==> src/rtl/clock_pkg.sv <==
// Shared constants for the digital clock datapath: per-digit moduli and the
// counter width helper used to size mod_n_counter instances.
package clock_pkg;

  localparam int unsigned SEC_ONES_MOD = 10;
  localparam int unsigned SEC_TENS_MOD = 6;
  localparam int unsigned MIN_ONES_MOD = 10;
  localparam int unsigned MIN_TENS_MOD = 6;
  localparam int unsigned HR_ONES_MOD  = 10;
  localparam int unsigned HR_TENS_MOD  = 3;

  // Smallest width that holds 0..modulus-1; never less than one bit.
  function automatic int unsigned counter_width(input int unsigned modulus);
    return (modulus < 2) ? 1 : $clog2(modulus);
  endfunction

endpackage

==> src/rtl/mod_n_counter.sv <==
// Modulo-N digit counter with adjust load, same-cycle terminal count and a
// registered wrap pulse. Define MOD_COUNTER_DOWN_EN to enable down counting.
module mod_n_counter
  import clock_pkg::*;
#(
  parameter int unsigned MODULUS = 6,
  parameter int unsigned WIDTH   = counter_width(MODULUS)
) (
  input  logic             clock,
  input  logic             reset_n,
  input  logic             load,
  input  logic [WIDTH-1:0] load_value,
  input  logic             count_en,
  input  logic             up,
  output logic [WIDTH-1:0] count,
  output logic             tc,
  output logic             wrap
);

  localparam int unsigned     LAST_INT = MODULUS - 1;
  localparam logic [WIDTH:0]  LAST     = LAST_INT[WIDTH:0];

  logic [WIDTH-1:0] count_q, count_d;
  logic             wrap_q, wrap_d;

  logic [WIDTH:0]   count_ext;
  logic [WIDTH:0]   load_ext;
  logic [WIDTH:0]   count_inc;
  logic             at_last;
  logic             out_of_range;
  logic             dir_up;
  logic             term_hit;

  assign count_ext    = {1'b0, count_q};
  assign load_ext     = {1'b0, load_value};
  assign count_inc    = count_ext + 1'b1;
  assign at_last      = (count_ext == LAST);
  assign out_of_range = (count_ext > LAST);

`ifdef MOD_COUNTER_DOWN_EN
  logic [WIDTH:0] count_dec;
  logic           at_zero;
  logic           unused_bits;

  assign count_dec   = count_ext - 1'b1;
  assign at_zero     = (count_q == '0);
  assign dir_up      = up;
  assign unused_bits = ^{count_inc[WIDTH], count_dec[WIDTH]};
`else
  logic unused_bits;

  assign dir_up      = 1'b1;
  assign unused_bits = ^{count_inc[WIDTH], up};
`endif

  always_comb begin
    count_d  = count_q;
    wrap_d   = 1'b0;
    term_hit = 1'b0;
    if (load) begin
      count_d = (load_ext > LAST) ? LAST[WIDTH-1:0] : load_value;
    end else if (count_en) begin
      // A corrupted (>= MODULUS) state recovers to 0 regardless of direction.
      if (out_of_range) begin
        count_d = '0;
        wrap_d  = 1'b1;
      end else if (dir_up) begin
        term_hit = at_last;
        if (at_last) begin
          count_d = '0;
          wrap_d  = 1'b1;
        end else begin
          count_d = count_inc[WIDTH-1:0];
        end
      end else begin
`ifdef MOD_COUNTER_DOWN_EN
        term_hit = at_zero;
        if (at_zero) begin
          count_d = LAST[WIDTH-1:0];
          wrap_d  = 1'b1;
        end else begin
          count_d = count_dec[WIDTH-1:0];
        end
`endif
      end
    end
  end

  always_ff @(posedge clock) begin
    if (!reset_n) begin
      count_q <= '0;
      wrap_q  <= 1'b0;
    end else begin
      count_q <= count_d;
      wrap_q  <= wrap_d;
    end
  end

  assign tc    = reset_n & ~load & count_en & term_hit;
  assign count = count_q;
  assign wrap  = wrap_q;

endmodule
==> config.mk <==
export PLATFORM = sky130hd
export DESIGN_NAME = mod_n_counter
export DESIGN_NICKNAME = d
export VERILOG_FILES = /design/src/rtl/clock_pkg.sv /design/src/rtl/mod_n_counter.sv
export SDC_FILE = /design/constraint.sdc
export NUM_CORES = 1
export LEC_CHECK = 0
export CAP_MARGIN = 20
export CORE_AREA = 2 2 39 41
export CTS_CLUSTER_DIAMETER = 60
export DETAILED_ROUTE_END_ITERATION = 8
export DIE_AREA = 0 0 41 43
export HOLD_SLACK_MARGIN = 0.05
export PLACE_DENSITY = 0.43
export SETUP_SLACK_MARGIN = 0.1
export SKIP_CTS_REPAIR_TIMING = 1
export SLEW_MARGIN = 10
export SYNTH_ARGS = -nofsm -noshare
export SYNTH_HDL_FRONTEND = slang
export SYNTH_SLANG_ARGS = --single-unit
==> constraint.sdc <==
create_clock -name clock -period 0.9 [get_ports clock]
set_input_delay 0.135 -clock clock [delete_from_list [all_inputs] [get_ports clock]]
set_output_delay 0.135 -clock clock [all_outputs]
set_load 0.01 [all_outputs]
==> Yosys cells after proc, flatten, opt, wreduce, memory -nomap -nowiden <==
Cells that the tools add are included.
{ "word_totals": {"reg_bits": 4, "inputBits": 8, "wordCells": 24} }
{ "classes": {"n_addsub": 1, "bitwise": 6, "magnitude_cmp": 2, "reduce_logical": 2, "muxes": 10, "eq_ne": 1} }
{ "ops": {"columns": ["op", "count"], "rows": [
  ["two-way mux 3 bit", 5],
  ["greater-than comparator 3 bit (second input constant)", 2],
  ["two-way mux 1 bit", 5],
  ["adder 3 x 1 -> 3 bit (second input constant)", 1],
  ["AND 1 bit", 3],
  ["equality test 3 bit (second input constant)", 1],
  ["NOT 1 bit", 3],
  ["OR reduction 3 bit", 1],
  ["nonzero test 2 bit", 1]
]} }

==> Longest topological paths before layout <==
Gate-level depths: netlist (run 1).
{ "logic_depth": {"ltp_word": 5, "depth_mapped": 3, "ltp_nobuf": 3} }

==> Worst setup path after synthesis (run 1) <==
Ideal clock, no wire load.
{ "synth_path": {"kind": "register to output", "from": "register count_q[2] (netlist: count[2])", "to": "output tc", "t_arrival_ps": 887, "path_stages_with_launch": 3, "path_slack_ps": -122, "cell_sequence": "dfxtp_1 nand4_1 nor3b_1"} }
{ "synth_via": {"elab_chain_len": 5} }
{ "synth_lines": {"columns": ["item", "line", "source"], "rows": [
  ["from (decl)", "mod_n_counter.sv:23", "logic [WIDTH-1:0] count_q, count_d;"],
  ["from (signal assigned)", "mod_n_counter.sv:94", "count_q <= count_d;"],
  ["greater-than comparator 3 bit / equality test 3 bit (equally long branches)", "mod_n_counter.sv:38, mod_n_counter.sv:37", null],
  ["two-way mux 1 bit *", "mod_n_counter.sv:64", "if (out_of_range) begin"],
  ["two-way mux 1 bit *", "mod_n_counter.sv:62", "end else if (count_en) begin"],
  ["two-way mux 1 bit *", "mod_n_counter.sv:60", "if (load) begin"],
  ["AND 1 bit *", "mod_n_counter.sv:99", "assign tc = reset_n & ~load & count_en & term_hit;"],
  ["to (decl)", "mod_n_counter.sv:16", "output logic tc,"]
]} }
Mark *: on every way between the ends. The rest lies on a longest branch, timed or not.

==> Worst setup path after layout (run 1) <==
Ends and elaborated chain as after synthesis.

==> impl_metrics.py, run 1 <==
metrics = {
    "clock_network": {
        "path_clk_slew_ns": 0.04,
        "cts_tree": "done",
        "cts_buffers": 3,
        "cts-root-buf": "clkbuf_4",
        "htree_levels": 1,
        "clkLatencyLatePin_ns": 0.23,
        "cts.sinks": 4,
        "clock_path_buffers": 2,
    },
    "synth": {
        "syn_inst": 23,
        "ys_ff_latch": 4,
        "synth_nets": 31,
        "ys_types": 16,
        "synth.cell_area_um2": 211,
        "synth.top_cell.area_share_pct": 37.9,
        "syn_avg_cell_area_um2": 9.19,
        "synth_area_leaders": "dfxtp_1, nor3b_1, nor4_2",
        "ys_seq_area_share_pct": 37.9,
        "yosysWarnings": 0,
        "post-synth-top-area-cell": "dfxtp_1",
    },
    "sta": {
        "slew_viol_final": 0,
        "min_period_ns": 1.19,
        "final.setup.worst_slack_ns": -0.287,
        "fin_crit_sh_pct": 132,
        "holdWs_ns": 0.289,
        "rsz0062_at_grt": "yes",
        "maxClockFrequency_mhz": 843,
        "slew_headroom_pct": 86.6,
        "setup_viol": 6,
        "clock_skew_ns": 0.000351,
        "hold_violations": 0,
        "max_slew.worst_pin.slew_ns": 0.200,
    },
    "grt": {
        "grt_pass1_vias": 246,
        "met2_usage_pct": 11.9,
        "grt_pass1_wl_um": 931,
        "busiest_layer": "met2",
        "grt.overflow.total": 0,
        "grt_use_total_pct": 8.02,
        "grt_max_degree": 7,
        "grtUsageMet1_pct": 8.65,
        "use_met3_pct": 4.71,
        "antenna_found_initial": 0,
    },
    "route": {
        "ant_nets": 0,
        "dr.pass1.iters": 4,
        "routed_wirelength_um": 702,
        "drt_iter0_drc": 18,
        "drc": 0,
        "detail_route.vias_per_cell": 4.44,
        "routedWlPerCell_um": 11.3,
        "vias": 275,
    },
    "setup_path": {
        "cp.required_ns": 0.76,
        "rrSetupSlack_ns": -0.15,
        "reg2reg_depth": 3,
        "r2r_end": "count[0]",
        "crit_fanout": 2,
        "r2r-start": "count[0]",
        "crit_arrival_ns": 1.05,
        "crit_path_start_kind": "flip-flop",
        "crit_type": "flip-flop to output port",
        "worstSetupEndpointType": "output port",
    },
    "die": {
        "design.die.area_um2": 1760,
        "fp.dieW_um": 41,
        "num_rows": 14,
        "fp.dieH_um": 43,
        "design.portCount": 13,
        "core_um2": 1380,
        "start_util_pct": 15.3,
    },
    "final_layout": {
        "finalCoreUtilization_pct": 36.7,
        "syn_to_final_growth_pct": 140,
        "register_area_um2": 88.8,
        "fin_area_um2": 508,
        "antenna_cells": 0,
        "multi_input_area_um2": 171,
        "drive_gt1_share_pct": 58.7,
        "fill_cells": 136,
        "nets": 56,
        "stdcell_count": 62,
    },
    "pwr": {
        "power_switching_share_pct": 25.5,
        "seq_power_share_pct": 32.4,
        "internal-power_w": 0.000455,
        "peakVddDrop_mv": 0.645,
        "powerDensity_nw_per_um2": 1200,
        "switchingPower_w": 0.000156,
        "combinationalPowerShare_pct": 32.4,
        "pwr-share-clk_pct": 35.3,
        "power.leakage_nw": 0.230,
    },
    "status": {
        "outcome": "finished with violations",
        "violations": "setup timing",
    },
    "job": {
        "maxCapViolCount": 0,
    },
    "hold_path": {
        "hold_path_class": "input port to flip-flop",
        "holdPathStages": 3,
        "min_to": "count[1]",
        "hp-start": "reset_n",
    },
    "placed_design": {
        "place_ws_ns": -0.812,
        "place_congestion": 0.800,
        "portBuffers": 11,
        "post-dp-hpwl_um": 482,
        "place_area_um2": 415,
        "dp.cells": 57,
    },
}
placed cells by master (no fill, tap or decap), types with 2 or more instances in the layout:
cell	count
buf_4	5
dfxtp_4	2
buf_2	2
inv_2	2
dlymetal6s2s_1	3
buf_6	6
nor2_4	2
clkbuf_4	3
clkdlybuf4s50_1	3
sequential cells by signal, summed over array words and instances (netlist names):
register,flops
count,3
wrap,1
worst max-delay path, stage by stage, from the launching register on:
cell and delay (ns):
dfxtp_2 0.32, nand4_1 0.15, nor3b_2 0.21, buf_2 0.15
power groups by stage:
stage | Combinational, W | Sequential, W | Clock [W]
final | 0.000198 | 0.000198 | 0.000215
after global routing | 0.000211 | 0.000198 | 0.000252
after CTS | 0.000150 | 0.000194 | 0.000234
after detailed placement | 0.000150 | 0.000197 | 0
after global placement | 0.000150 | 0.000197 | 0
after floorplan | 0.0000415 | 0.000211 | 0
cells in the mapped netlist (all sizes together):
cell type	count
nand4	1
inv	2
nand4b	1
xnor2	1
and2b	1
nor3b	2
and3	1
o311a	1
a211o	1
a211oi	1
o21ai	2
dfxtp	4
nor2	2
nor4	1
a31oi	1
o31a	1
layer usage:
metal	share of wire, %	wire length (um)
met1	40	281
met2	52	365
met3	7.8	55
met4	0	0
met5	0	0
metrics by stage:
| stage | total power (W) | setup TNS (ns) |
|---|---|---|
| after floorplan | 0.000253 | 0 |
| after global placement | 0.000347 | -2.58 |
| after detailed placement | 0.000346 | -2.59 |
| after CTS | 0.000579 | -2.83 |
| after global routing | 0.000661 | -1.03 |
| final | 0.000611 | -0.815 |
logic make-up after synthesis:
group           Yosys count  share of synthesized area (%)
simple gates              9                           30.2
compound gates            7                           24.3
flops                     4                           37.9
buf+inv                   2                           3.55
xor+xnor                  1                           4.14
worst max-delay path by stage:
stage                        start  endpoint  slack (ns)
final                     count[2]        tc       -0.29
after global routing      count[2]        tc       -0.36
after CTS                 count_en        tc       -0.82
after detailed placement  count_en        tc       -0.81
after global placement    count_en        tc       -0.77
after floorplan           count[0]  count[1]        0.01
layout make-up:
class                   count  area share (%)
clock buffers               3            4.43
well taps                  16            3.94
inverters                   2            1.48
multi-input cells          17            33.7
repair buffers             20            38.9
flip-flops and latches      4            17.5
(Power assumes the default switching activity.)
==> run 2: changes to the inputs <==
--- a/config.mk
+++ b/config.mk
@@ -5,13 +5,14 @@
 export SDC_FILE = /design/constraint.sdc
 export NUM_CORES = 1
 export LEC_CHECK = 0
+export ABC_CLOCK_PERIOD_IN_PS = 1500
 export CAP_MARGIN = 20
 export CORE_AREA = 2 2 39 41
 export CTS_CLUSTER_DIAMETER = 60
 export DETAILED_ROUTE_END_ITERATION = 8
 export DIE_AREA = 0 0 41 43
 export HOLD_SLACK_MARGIN = 0.05
-export PLACE_DENSITY = 0.43
+export PLACE_DENSITY = 0.42
 export SETUP_SLACK_MARGIN = 0.1
 export SKIP_CTS_REPAIR_TIMING = 1
 export SLEW_MARGIN = 10
==> constraint.sdc (replaced) <==
create_clock -name clock -period 1.5 [get_ports clock]
set_input_delay 0.225 -clock clock [delete_from_list [all_inputs] [get_ports clock]]
set_output_delay 0.225 -clock clock [all_outputs]
set_load 0.01 [all_outputs]
==> impl_metrics.py, run 2 (synthesis gave the netlist of run 1 again) <==
metrics = {
    "status": {
        "outcome": "completed",
    },
    "final_layout": {
        "drive_gt1_share_pct": 27.9,
        "stdcell_count": 59,
        "largest_register_ffs": 3,
        "fill_cells": 153,
        "nets": 53,
        "final_cell_mix": "clkdlybuf4s50_1, buf_4, dlymetal6s2s_1",
        "antenna_cells": 0,
        "syn_to_final_growth_pct": 99.4,
    },
    "pwr": {
        "finalPower_w": 0.000327,
        "power.leakage_nw": 0.233,
        "switchingPower_w": 0.0000770,
        "internal-power_w": 0.000250,
        "powerDensity_nw_per_um2": 775,
        "combinationalPowerShare_pct": 24.4,
        "peakVddDrop_mv": 0.334,
        "seq_power_share_pct": 35.5,
        "power_switching_share_pct": 23.6,
        "pwr-share-clk_pct": 40.1,
    },
    "route": {
        "drc": 0,
        "vias": 249,
        "detail_route.vias_per_cell": 4.22,
        "ant_nets": 0,
        "drt_iter0_drc": 0,
        "routed_wirelength_um": 583,
        "dr.pass1.iters": 1,
        "routedWlPerCell_um": 9.88,
    },
    "grt": {
        "grt_max_degree": 7,
        "grt_pass1_wl_um": 924,
        "met2_usage_pct": 11.6,
        "grt_pass1_vias": 240,
        "grtUsageMet1_pct": 8.31,
        "use_met3_pct": 6.81,
        "grt.overflow.total": 0,
        "antenna_found_initial": 0,
        "grt_use_total_pct": 7.92,
        "busiest_layer": "met2",
    },
    "setup_path": {
        "cp_cell_sequence": "clkdlybuf4s50_1 > inv_2 > nand4_1 > nor3b_1 > dlymetal6s2s_1",
        "r2r_end": "count[1]",
        "crit_type": "input port to output port",
        "worstSetupEndpointType": "output port",
        "slowest_delay_ns": 0.43,
        "rrSetupSlack_ns": 0.45,
        "crit_cells": 5,
        "r2r-start": "count[0]",
        "cp-endpoint": "tc",
        "crit_arrival_ns": 1.21,
        "crit_path_start_kind": "input port",
        "reg2reg_depth": 4,
        "crit_buf_inv": 3,
        "crit_fanout": 2,
        "cp_top_family": "buffers and inverters",
        "slowest_stage": "clkdlybuf4s50_1",
        "crit_path_start": "load",
        "cp.required_ns": 1.27,
    },
    "sta": {
        "holdWs_ns": 0.376,
        "maxClockFrequency_mhz": 697,
        "slew_headroom_pct": 85.6,
        "hold_violations": 0,
        "setup_viol": 0,
        "slew_viol_final": 0,
        "min_period_ns": 1.43,
        "rsz0062_at_grt": "yes",
        "clock_skew_ns": 0.00513,
        "max_slew.worst_pin.slew_ns": 0.214,
        "fin_crit_sh_pct": 95.7,
    },
    "die": {
        "fp.dieW_um": 41,
        "num_rows": 14,
        "design.portCount": 13,
        "fp.dieH_um": 43,
        "core_um2": 1380,
        "design.die.area_um2": 1760,
        "start_util_pct": 15.3,
    },
    "clock_network": {
        "path_clk_slew_ns": 0.04,
        "cts_buffers": 3,
        "cts_tree": "done",
        "clkLatencyLatePin_ns": 0.23,
        "clock_path_buffers": 2,
        "cts-root-buf": "clkbuf_4",
        "cts.sinks": 4,
        "htree_levels": 1,
    },
    "hold_path": {
        "hold_path_class": "input port to flip-flop",
    },
    "placed_design": {
        "dp.cells": 56,
        "portBuffers": 11,
        "place_congestion": 0.655,
    },
    "job": {
        "maxCapViolCount": 0,
    },
}
## run 2: cell count changes in the layout (fill, tap and decap cells not counted), sizes merged
cell           delta
buf               -8
clkdlybuf4s50     +3
dlymetal6s2s      +2
## run 2: how the worst min path moves through the flow
stage / start / end / slack, ns / cells after the start
6_report: count_en / count[2] / 0.38 / 3
4_1_cts: count[2] / wrap / 0.51 / 2
5_1_grt: count_en / count[2] / 0.40 / 3
3_5_place_dp: count[2] / wrap / 0.51 / 2
3_3_place_gp: count[2] / wrap / 0.52 / 2
2_1_floorplan: reset_n / count[1] / 0.35 / 1
## run 2: metal layers
| layer | up-vias | wire length, um |
|---|---|---|
| li1 | 133 | - |
| met1 | 111 | 254 |
| met2 | 5 | 295 |
| met3 | 0 | 33 |
| met4 | 0 | 0 |
| met5 | - | 0 |
## run 2: cell type report
| cell class | instances | area, um^2 | area share, % |
|---|---|---|---|
| multi-input cells | 17 | 124 | 29.4 |
| inverters | 2 | 7.51 | 1.78 |
| repair buffers | 17 | 168 | 39.8 |
| well taps | 16 | 20.0 | 4.75 |
| flip-flops and latches | 4 | 80.1 | 19.0 |
| clock buffers | 3 | 22.5 | 5.34 |
## run 2: power by group through the flow
stage | registers [W] | logic (W) | clock network (W)
6_report | 0.000116 | 0.0000796 | 0.000131
5_1_grt | 0.000116 | 0.0000858 | 0.000150
4_1_cts | 0.000116 | 0.0000823 | 0.000139
3_5_place_dp | 0.000118 | 0.0000819 | 0
3_3_place_gp | 0.000117 | 0.0000826 | 0
2_1_floorplan | 0.000126 | 0.0000223 | 0
## run 2: tightest hold or removal path, stage by stage
cell and delay (ns):
dlymetal6s2s_1 0.16, nand4b_1 0.10, a31oi_1 0.07
## run 2: metrics by stage
step | util [%] | setup WS (ns) | TNS (ns) | cell area [um^2]
after global placement | 27.9 | -0.421 | -0.421 | 387
after floorplan | - | 0.388 | 0 | 211
final | 30.5 | 0.0652 | 0 | 422
after detailed placement | 27.9 | -0.395 | -0.395 | 387
after global routing | 30.5 | 0.00230 | 0 | 422
after CTS | 29.6 | -0.402 | -0.402 | 409
